**config.mk**
```make
export PLATFORM = sky130hd
export DESIGN_NAME = l2_splice_loader
export DESIGN_NICKNAME = d
export VERILOG_FILES = /design/src/rtl/l2_splice_loader.sv
export SDC_FILE = /design/constraint.sdc
export NUM_CORES = 1
export LEC_CHECK = 0
export ABC_AREA = 0
export BUFFER_PORTS_ARGS = -buffer_cell sky130_fd_sc_hd__buf_2
export CAP_MARGIN = 15
export CORE_UTILIZATION = 45
export DETAILED_ROUTE_END_ITERATION = 12
export GPL_ROUTABILITY_DRIVEN = 1
export PLACE_DENSITY_LB_ADDON = 0.12
export SYNTH_ARGS = -nofsm -noshare
export SYNTH_HDL_FRONTEND = slang
export SYNTH_SLANG_ARGS = --single-unit
```
**constraint.sdc**
```tcl
create_clock -name clk -period 2.32 [get_ports clk]
set_clock_uncertainty 0.05 [all_clocks]
set_input_delay 0.116 -clock clk [delete_from_list [all_inputs] [get_ports clk]]
set_output_delay 0.116 -clock clk [all_outputs]
set_load 0.01 [all_outputs]
```
**src/rtl/l2_splice_loader.sv**
```systemverilog
// rtl/l2_splice_loader.sv - fills the L2 register splice from a byte stream and hands the vector on
module l2_splice_loader #(
  parameter int NBYTES = 12,
  parameter int SEL_W  = 4,
  parameter int FCNT_W = 16
) (
  input  logic              clk,
  input  logic              rstn,
  input  logic              start,
  input  logic              abort,
  input  logic              in_valid,
  input  logic [7:0]        in_data,
  output logic              in_ready,
  output logic [7:0]        splice_din,
  output logic [SEL_W-1:0]  splice_sel,
  output logic              splice_we,
  output logic              splice_zero,
  output logic              vec_valid,
  input  logic              vec_ready,
  output logic              busy,
  output logic [FCNT_W-1:0] frame_cnt
);

  typedef enum logic [1:0] {
    IDLE = 2'd0,
    LOAD = 2'd1,
    HOLD = 2'd2
  } state_t;

  localparam logic [SEL_W-1:0] LAST_LANE = SEL_W'(NBYTES - 1);

  state_t             state, state_nxt;
  logic [SEL_W-1:0]   lane, lane_nxt;
  logic [FCNT_W-1:0]  fcnt_nxt;

  always_ff @(posedge clk or negedge rstn) begin
    if (!rstn) begin
      state     <= IDLE;
      lane      <= '0;
      frame_cnt <= '0;
    end else begin
      state     <= state_nxt;
      lane      <= lane_nxt;
      frame_cnt <= fcnt_nxt;
    end
  end

  // Splice write strobes are combinational so a byte lands on the same edge it is accepted.
  always_comb begin
    state_nxt   = state;
    lane_nxt    = lane;
    fcnt_nxt    = frame_cnt;
    in_ready    = 1'b0;
    splice_we   = 1'b0;
    splice_sel  = '0;
    splice_din  = '0;
    splice_zero = 1'b1;
    vec_valid   = 1'b0;
    busy        = (state != IDLE);

    case (state)
      IDLE: begin
        if (start) begin
          state_nxt = LOAD;
          lane_nxt  = '0;
        end
      end
      LOAD: begin
        in_ready = 1'b1;
        if (in_valid) begin
          splice_we  = 1'b1;
          splice_sel = lane;
          splice_din = in_data;
          if (lane == LAST_LANE) begin
            state_nxt = HOLD;
            lane_nxt  = '0;
          end else begin
            lane_nxt = lane + SEL_W'(1);
          end
        end
      end
      HOLD: begin
        vec_valid   = 1'b1;
        splice_zero = 1'b0;
        if (vec_ready) begin
          fcnt_nxt = frame_cnt + FCNT_W'(1);
          if (start) begin
            state_nxt = LOAD;
            lane_nxt  = '0;
          end else begin
            state_nxt = IDLE;
          end
        end
      end
      default: state_nxt = IDLE;
    endcase

    // Abort overrides everything, including a handshake that would otherwise complete.
    if (abort) begin
      state_nxt  = IDLE;
      lane_nxt   = '0;
      fcnt_nxt   = frame_cnt;
      in_ready   = 1'b0;
      splice_we  = 1'b0;
      splice_sel = '0;
      splice_din = '0;
    end
  end

endmodule

```
==> results of run 1 <==
[layout make-up]
type	count	area (um^2)
Fill cell	233	1005
Sequential cell	22	550.5
Clock buffer	4	36.28
Inverter	8	30.03
Tap cell	30	37.54
Timing Repair Buffer	47	240.2
Multi-Input combinational cell	89	645.6
[routing by layer]
layer,part of all wire,wire length (um)
met4,0,0
met5,0,0
met2,0.45,1045
met3,0.063,146
met1,0.49,1125
[worst max-delay path, stage by stage, from the launching register on]
cell and delay [ns]:
dfrtp_1 0.42, inv_1 0.13, ha_1 0.21, nand2b_1 0.14, inv_1 0.27, and3_1 0.20, buf_2 0.12
[kinds of logic after synthesis]
kind of cell	share of synthesized area
adder cells (fa/ha/maj)	0.07056
multiplexers	0.02621
buffers and inverters	0.03630
XOR/XNOR	0.1058
flip-flops	0.4435
AND/OR/NAND/NOR	0.2601
AO/OA/AOI/OAI	0.05746
[cells in the mapped netlist, drive strengths merged]
cell type,instances,area share
inv,8,0.024
nor4,1,0.017
nand2b,4,0.020
o22a,1,0.0071
nand2,8,0.024
or3,1,0.0050
and4,2,0.014
nand4,3,0.027
clkbuf,2,0.0061
nor3,6,0.024
a211o,1,0.0071
mux2,2,0.018
mux2i,1,0.0081
a21o,1,0.0061
a21oi,3,0.012
and3b,1,0.0071
xnor2,7,0.049
ha,7,0.071
xor2,8,0.056
and2,1,0.0050
buf,1,0.0061
nand3,4,0.016
dfrtp,22,0.44
nor2,4,0.012
a31oi,1,0.0050
and3,13,0.066
o21ai,5,0.020
nor2b,2,0.010
nor3b,2,0.012
[how the worst max path moves through the flow]
stage | cells after the start | from | slack (ns) | end
global placement | 6 | state[0]$_DFFE_PN0P_ | 0.52 | frame_cnt[15]$_DFFE_PN0P_
floorplan | 7 | state[0]$_DFFE_PN0P_ | 0.57 | frame_cnt[15]$_DFFE_PN0P_
finish | 6 | state[1]$_DFFE_PN0P_ | 0.36 | splice_sel[3]
detailed placement | 6 | state[0]$_DFFE_PN0P_ | 0.41 | frame_cnt[15]$_DFFE_PN0P_
CTS | 6 | state[1]$_DFFE_PN0P_ | 0.35 | splice_sel[3]
global route | 6 | state[1]$_DFFE_PN0P_ | 0.21 | splice_din[2]
[cell usage in the layout (no fill, tap or decap), drive strengths merged, types with 2 or more instances in the layout]
cell	synthesis	routed
dfrtp	22	22
mux2	2	2
xor2	8	8
nand2b	4	4
nand3	4	4
nor2b	2	2
inv	8	8
nor2	4	4
and3	13	13
and4	2	2
clkbuf	2	4
o21ai	5	5
buf	1	46
nor3	6	6
nor3b	2	2
nand4	3	3
a21oi	3	3
xnor2	7	7
ha	7	7
nand2	8	8
[what timing repair did]
action,in CTS,in global routing
setup endpoints to repair,0,0
buffers inserted,0,0
hold buffers,1,0
hold endpoints to repair,22,0
[sequential cells by signal (all words and copies together), names as in the netlist]
register and flops:
state 2, lane 4, frame_cnt 16
[through the flow]
stage               instance area (um^2)  utilization   power, W  cells  setup slack (ns)
floorplan                           1241            -  0.0007477    122            0.5653
global placement                    1494       0.5870  0.0008586    195            0.5204
detailed placement                  1494       0.5870  0.0008786    195            0.4075
CTS                                 1540       0.6052   0.001091    200            0.3502
global route                        1540       0.6052   0.001148    200            0.2112
finish                              1540       0.6052   0.001072    200            0.3581
[power groups by stage]
stage / Sequential [W] / Clock, W / Combinational, W
after floorplan: 0.000499 / 0 / 0.000249
after global placement: 0.000496 / 0 / 0.000363
after detailed placement: 0.000502 / 0 / 0.000376
after CTS: 0.000494 / 0.000218 / 0.000379
after global routing: 0.000501 / 0.000230 / 0.000417
final: 0.000493 / 0.000208 / 0.000371
==> summary.txt, run 1 <==
Status
  • Outcome: completed

Clock tree
  • Clock Sinks: 22
  • Maximum root-to-sink buffer count: 2
  • Level count of the clock H-tree: 1
  • Number of gates resized after CTS: 0
  • Root buf cell: clkbuf_4
  • Clk_lat worst skew: 0.30 ns
  • Register clock-pin slew on the reported worst setup and hold paths: 0.11 ns
  • Num CTS Buffers: 3
  • TritonCTS clock tree: yes

Global routing
  • Met2 GRT Util: 0.2622
  • Met3 Usage GRT: 0.05000
  • Global-route usage over all layers: 0.1700
  • First-pass GRT wire length: 3663 um
  • Total overflow reported by the global router: 0
  • Pin count of the biggest net entering global routing: 23
  • Initial antenna violation count: 0
  • Number of global-route vias before repair: 841
  • Most used routing layer: met2
  • Met1 Resource Use GR: 0.2395

Detailed routing
  • Routed WL per cell: 11.58 um
  • Number of detailed-routing iterations run before antenna repair: 4
  • Starting DRC count in detailed routing: 23
  • Count of vias placed by the detailed router: 1,026
  • Vias per inst: 5.130
  • DRC violation count after routing: 0
  • Total wire length: 2316 um
  • Number of antenna-violating nets in the routed design: 0

Final layout
  • Antenna diodes: 0
  • Area grow syn2layout: 24.09%
  • Share of post-route cells with drive strength above 1: 0.3176
  • Total Nets Final: 192

Placement
  • Routability congestion estimate: 0.8576
  • Buffers on Ports: 46
  • HPWL Detailed: 1811 um

Logic synthesis
  • Sequential element share of the synthesized area: 0.4435
  • Post-synthesis cell type count: 30
  • Mapped cell area: 1241 um^2
  • Net Count, Synth: 143
  • Yosys reg bits: 22
  • Warning count from the yosys run: 0
  • Average cell area after synthesis: 10.17 um^2
  • Count of mapped cells out of synthesis: 122

Floorplanning
  • Core footprint: 2545 um^2
  • Die boundary width: 54.52 um
  • Core Rows: 18
  • Die boundary height: 54.52 um
  • Die Area: 2972 um^2
  • Top-Level Pins: 47
  • Starting Density: 0.4877

Power
  • Worst voltage drop across the vdd grid: 571.1 uV
  • Total net switching power: 0.0003785 W
  • Relative contribution of combinational cells to total power: 0.346
  • Switching fraction of total power: 0.3532
  • Power share of the sequential group: 0.460
  • Power share of the clock group: 0.194
  • Power density over the cells: 695.9 nW/um^2
  • Internal Dissipation: 0.0006933 W
  • Static leakage: 0.9002 nW

Critical path
  • Register-to-register path setup slack: 0.42 ns
  • Endpoint of the most critical register-to-register path: frame_cnt[15]$_DFFE_PN0P_
  • Startpoint kind of the worst setup timing path: flop
  • Worst reg2reg path depth: 6
  • Largest fanout of any net on the critical path: 15
  • Worst r2r src: state[0]$_DFFE_PN0P_
  • Worst endpoint required time: 2.15 ns
  • Crit path capture type: output port
  • Worst endpoint data arrival time: 1.80 ns
  • Start-to-end type of the worst setup path: flop to output port

STA
  • Final critical-path required period: 1.962 ns
  • Share of the clock period used by the worst path after layout: 0.8456
  • Highest clock rate: 0.5097 GHz
  • Hold slack final: 0.1110 ns
  • Remaining max-slew budget at the tightest pin: 0.6838
  • Aggregate negative setup slack: 0 ns
  • Count of endpoints failing setup in the final report: 0
  • Final-report max-slew violation count: 0
  • Transition time of the tightest slew-check pin: 0.4744 ns
  • Setup repair after global routing missed its margin: no
  • Hold Fails Final Rpt: 0

Hold path
  • Endpoint of the worst hold path: state[1]$_DFFE_PN0P_
  • Start point of the worst hold path: abort
  • Class of the most critical hold timing path: input pin to flop
  • Hold depth: 3

Flow run
  • Max_cap viols: 0
Note: power is estimated with default switching activity, not from simulation.
==> run 2: changes to the inputs <==
==> constraint.sdc (replaced) <==
create_clock -name clk -period 1.9 [get_ports clk]
set_clock_uncertainty 0.05 [all_clocks]
set_input_delay 0.095 -clock clk [delete_from_list [all_inputs] [get_ports clk]]
set_output_delay 0.095 -clock clk [all_outputs]
set_load 0.01 [all_outputs]
==> run 2 against run 1 <==
  * Sequential power up 21%
  * Utilization up 2.0 points
  * Die area unchanged
  * Flip-flop and latch count unchanged
  * Largest power group unchanged
  * Hold slack worse by 0.022 ns
  * Routed wire length up 5.1%
  * Cell count up 1.5%
  * Critical path depth up 1
  * First-iteration DRC count down 30%
  * Total power up 27%
  * Non-clock buffer count up 4
  * Highest routed layer is now met4
  * Design area up 3.3%
==> summary.txt, run 2 (same netlist as run 1, synthesis figures left out) <==
Critical path
  • Crit path capture type: flop
  • Worst endpoint required time: 2.09 ns (-0.06 ns)
  • Startpoint kind of the worst setup timing path: flop
  • Start-to-end type of the worst setup path: flop to flop
  • Largest fanout of any net on the critical path: 7 (-8)
  • Worst endpoint data arrival time: 1.98 ns (+0.18 ns)
  • Register-to-register path setup slack: 0.11 ns (-0.31 ns)
  • Worst reg2reg path depth: 7 (+1)

Floorplanning
  • Die boundary width: 54.52 um (unchanged)
  • Core Rows: 18 (unchanged)
  • Core footprint: 2545 um^2 (unchanged)
  • Top-Level Pins: 47 (unchanged)
  • Die boundary height: 54.52 um (unchanged)
  • Starting Density: 0.4877 (unchanged)
  • Die Area: 2972 um^2 (unchanged)

STA
  • Share of the clock period used by the worst path after layout: 0.9395
  • Count of endpoints failing setup in the final report: 0 (unchanged)
  • Aggregate negative setup slack: 0 ns (unchanged)
  • Remaining max-slew budget at the tightest pin: 0.6855 (+0.001723)
  • Transition time of the tightest slew-check pin: 0.4718 ns (-0.002585 ns)
  • Setup repair after global routing missed its margin: no
  • Highest clock rate: 0.5602 GHz
  • Final-report max-slew violation count: 0 (unchanged)
  • Hold slack final: 0.08943 ns (-0.02159 ns)
  • Final critical-path required period: 1.785 ns
  • Hold Fails Final Rpt: 0 (unchanged)

Global routing
  • Met1 Resource Use GR: 0.2430 (+0.003497)
  • First-pass GRT wire length: 3891 um (+6.2%)
  • Most used routing layer: met2
  • Number of global-route vias before repair: 913 (+8.6%)
  • Pin count of the biggest net entering global routing: 23 (unchanged)
  • Met3 Usage GRT: 0.05833 (+0.008333)
  • Initial antenna violation count: 0 (unchanged)
  • Global-route usage over all layers: 0.1870 (+0.01700)
  • Met2 GRT Util: 0.2988 (+0.03659)
  • Total overflow reported by the global router: 0 (unchanged)

Power
  • Power density over the cells: 856.7 nW/um^2 (+23%)
  • Total power after layout: 0.001364 W (+27%)
  • Power share of the sequential group: 0.439 (-0.021)
  • Switching fraction of total power: 0.3629 (+0.009765)
  • Worst voltage drop across the vdd grid: 671.2 uV (+18%)
  • Power share of the clock group: 0.153 (-0.041)
  • Static leakage: 0.9130 nW (+1.4%)
  • Internal Dissipation: 0.0008687 W (+25%)
  • Total net switching power: 0.0004949 W (+31%)
  • Relative contribution of combinational cells to total power: 0.408 (+0.062)

Clock tree
  • Root buf cell: clkbuf_4
  • Clock Sinks: 22 (unchanged)
  • Maximum root-to-sink buffer count: 2 (unchanged)
  • Num CTS Buffers: 3 (unchanged)
  • Register clock-pin slew on the reported worst setup and hold paths: 0.11 ns (about the same)
  • Clk_lat worst skew: 0.31 ns (about the same)
  • TritonCTS clock tree: yes
  • Level count of the clock H-tree: 1 (unchanged)

Final layout
  • Most frequent cells in the layout: 46 x buf_2, 21 x dfrtp_1, 13 x and3_1
  • Regs by FF count: frame_cnt x16, lane x4, state x2
  • Share of post-route cells with drive strength above 1: 0.3757 (+0.05808)
  • Post-layout utilization of the core: 0.6254 (+0.02016)
  • Antenna diodes: 0 (unchanged)
  • Count of filler cells inserted in the layout: 226 (-3.0%)
  • Flip-flop count of the largest register, all copies and words added: 16 (unchanged)
  • Most common cell after layout, fill and taps aside: buf_2
  • Top register by number of flip-flops: frame_cnt
  • Area grow syn2layout: 28.23%
  • Storage element area: 551.8 um^2 (+0.23%)
  • Multi-input gate area: 676.9 um^2 (+4.8%)
  • Total Nets Final: 196 (+2.1%)

Placement
  • Buffers on Ports: 46 (unchanged)
  • HPWL Detailed: 1855 um (+2.4%)
  • Routability congestion estimate: 0.8489 (-1.0%)

Detailed routing
  • Vias per inst: 5.158 (+0.54%)
  • Routed WL per cell: 11.99 um (+3.5%)
  • Number of detailed-routing iterations run before antenna repair: 4 (unchanged)
  • Total wire length: 2434 um (+5.1%)
  • Number of antenna-violating nets in the routed design: 0 (unchanged)
  • Count of vias placed by the detailed router: 1,047 (+2.0%)
  • Starting DRC count in detailed routing: 16 (-30%)
  • DRC violation count after routing: 0 (unchanged)

Hold path
  • Hold depth: 3 (unchanged)
  • Class of the most critical hold timing path: input pin to flop

Flow run
  • Max_cap viols: 0 (unchanged)

Status
  • Outcome: completed
[run 2: cell count changes in the layout (fill, tap and decap cells not counted), sizes merged]
| cell | change |
|---|---|
| buf | +4 |
| clkbuf | -1 |
[run 2: final cells by class]
cell class                      instances  share of cell area
Multi-Input combinational cell         89              0.4253
Sequential cell                        22              0.3467
Timing Repair Buffer                   51              0.1698
Tap cell                               30             0.02358
Inverter                                8             0.02044
Clock buffer                            3             0.01415
[run 2: what timing repair did]
action / 4_1_cts / 5_1_grt
buffers inserted: 0 / 2
resized for setup: 1 / 9
hold buffers: 1 / 0
endpoints found under the hold margin: 22 / 0
setup endpoints to repair: 13 / 16
cloned: 0 / 0
[run 2: through the flow]
step	worst slack (ns)	std cells	area, um^2
2_1_floorplan	0.1454	122	1241
3_3_place_gp	0.1668	197	1509
3_5_place_dp	0.1028	197	1509
4_1_cts	0.01230	201	1541
5_1_grt	0.002127	203	1592
6_report	0.1149	203	1592
[run 2: power groups by stage]
stage	logic (W)	clock network, W	registers (W)
6_report	0.000556	0.000209	0.000598
5_1_grt	0.000633	0.000236	0.000608
4_1_cts	0.000477	0.000222	0.000601
3_5_place_dp	0.000473	0	0.000611
3_3_place_gp	0.000459	0	0.000605
2_1_floorplan	0.000304	0	0.000609
[run 2: final timing paths]
path,start,to
setup / recovery,state[1]$_DFFE_PN0P_,lane[3]$_DFFE_PN0P_
max in group asynchronous,rstn,state[0]$_DFFE_PN0P_
min in group asynchronous,rstn,lane[3]$_DFFE_PN0P_
hold reg to reg,frame_cnt[15]$_DFFE_PN0P_,frame_cnt[15]$_DFFE_PN0P_
setup reg to reg,state[1]$_DFFE_PN0P_,lane[3]$_DFFE_PN0P_
hold / removal,abort,state[1]$_DFFE_PN0P_
[run 2: metal layers]
| metal | wire, um | vias to the layer above |
|---|---|---|
| li1 | - | 524 |
| met1 | 1089 | 485 |
| met2 | 1164 | 34 |
| met3 | 161 | 4 |
| met4 | 19 | 0 |
| met5 | 0 | - |
[run 2: critical path, cell delays in order, from the launching register on]
cell and delay, ns:
dfrtp_1 0.37, inv_1 0.10, ha_2 0.34, o22a_1 0.15
a31oi_1 0.09, buf_4 0.16, or3_1 0.31, o21ai_0 0.15
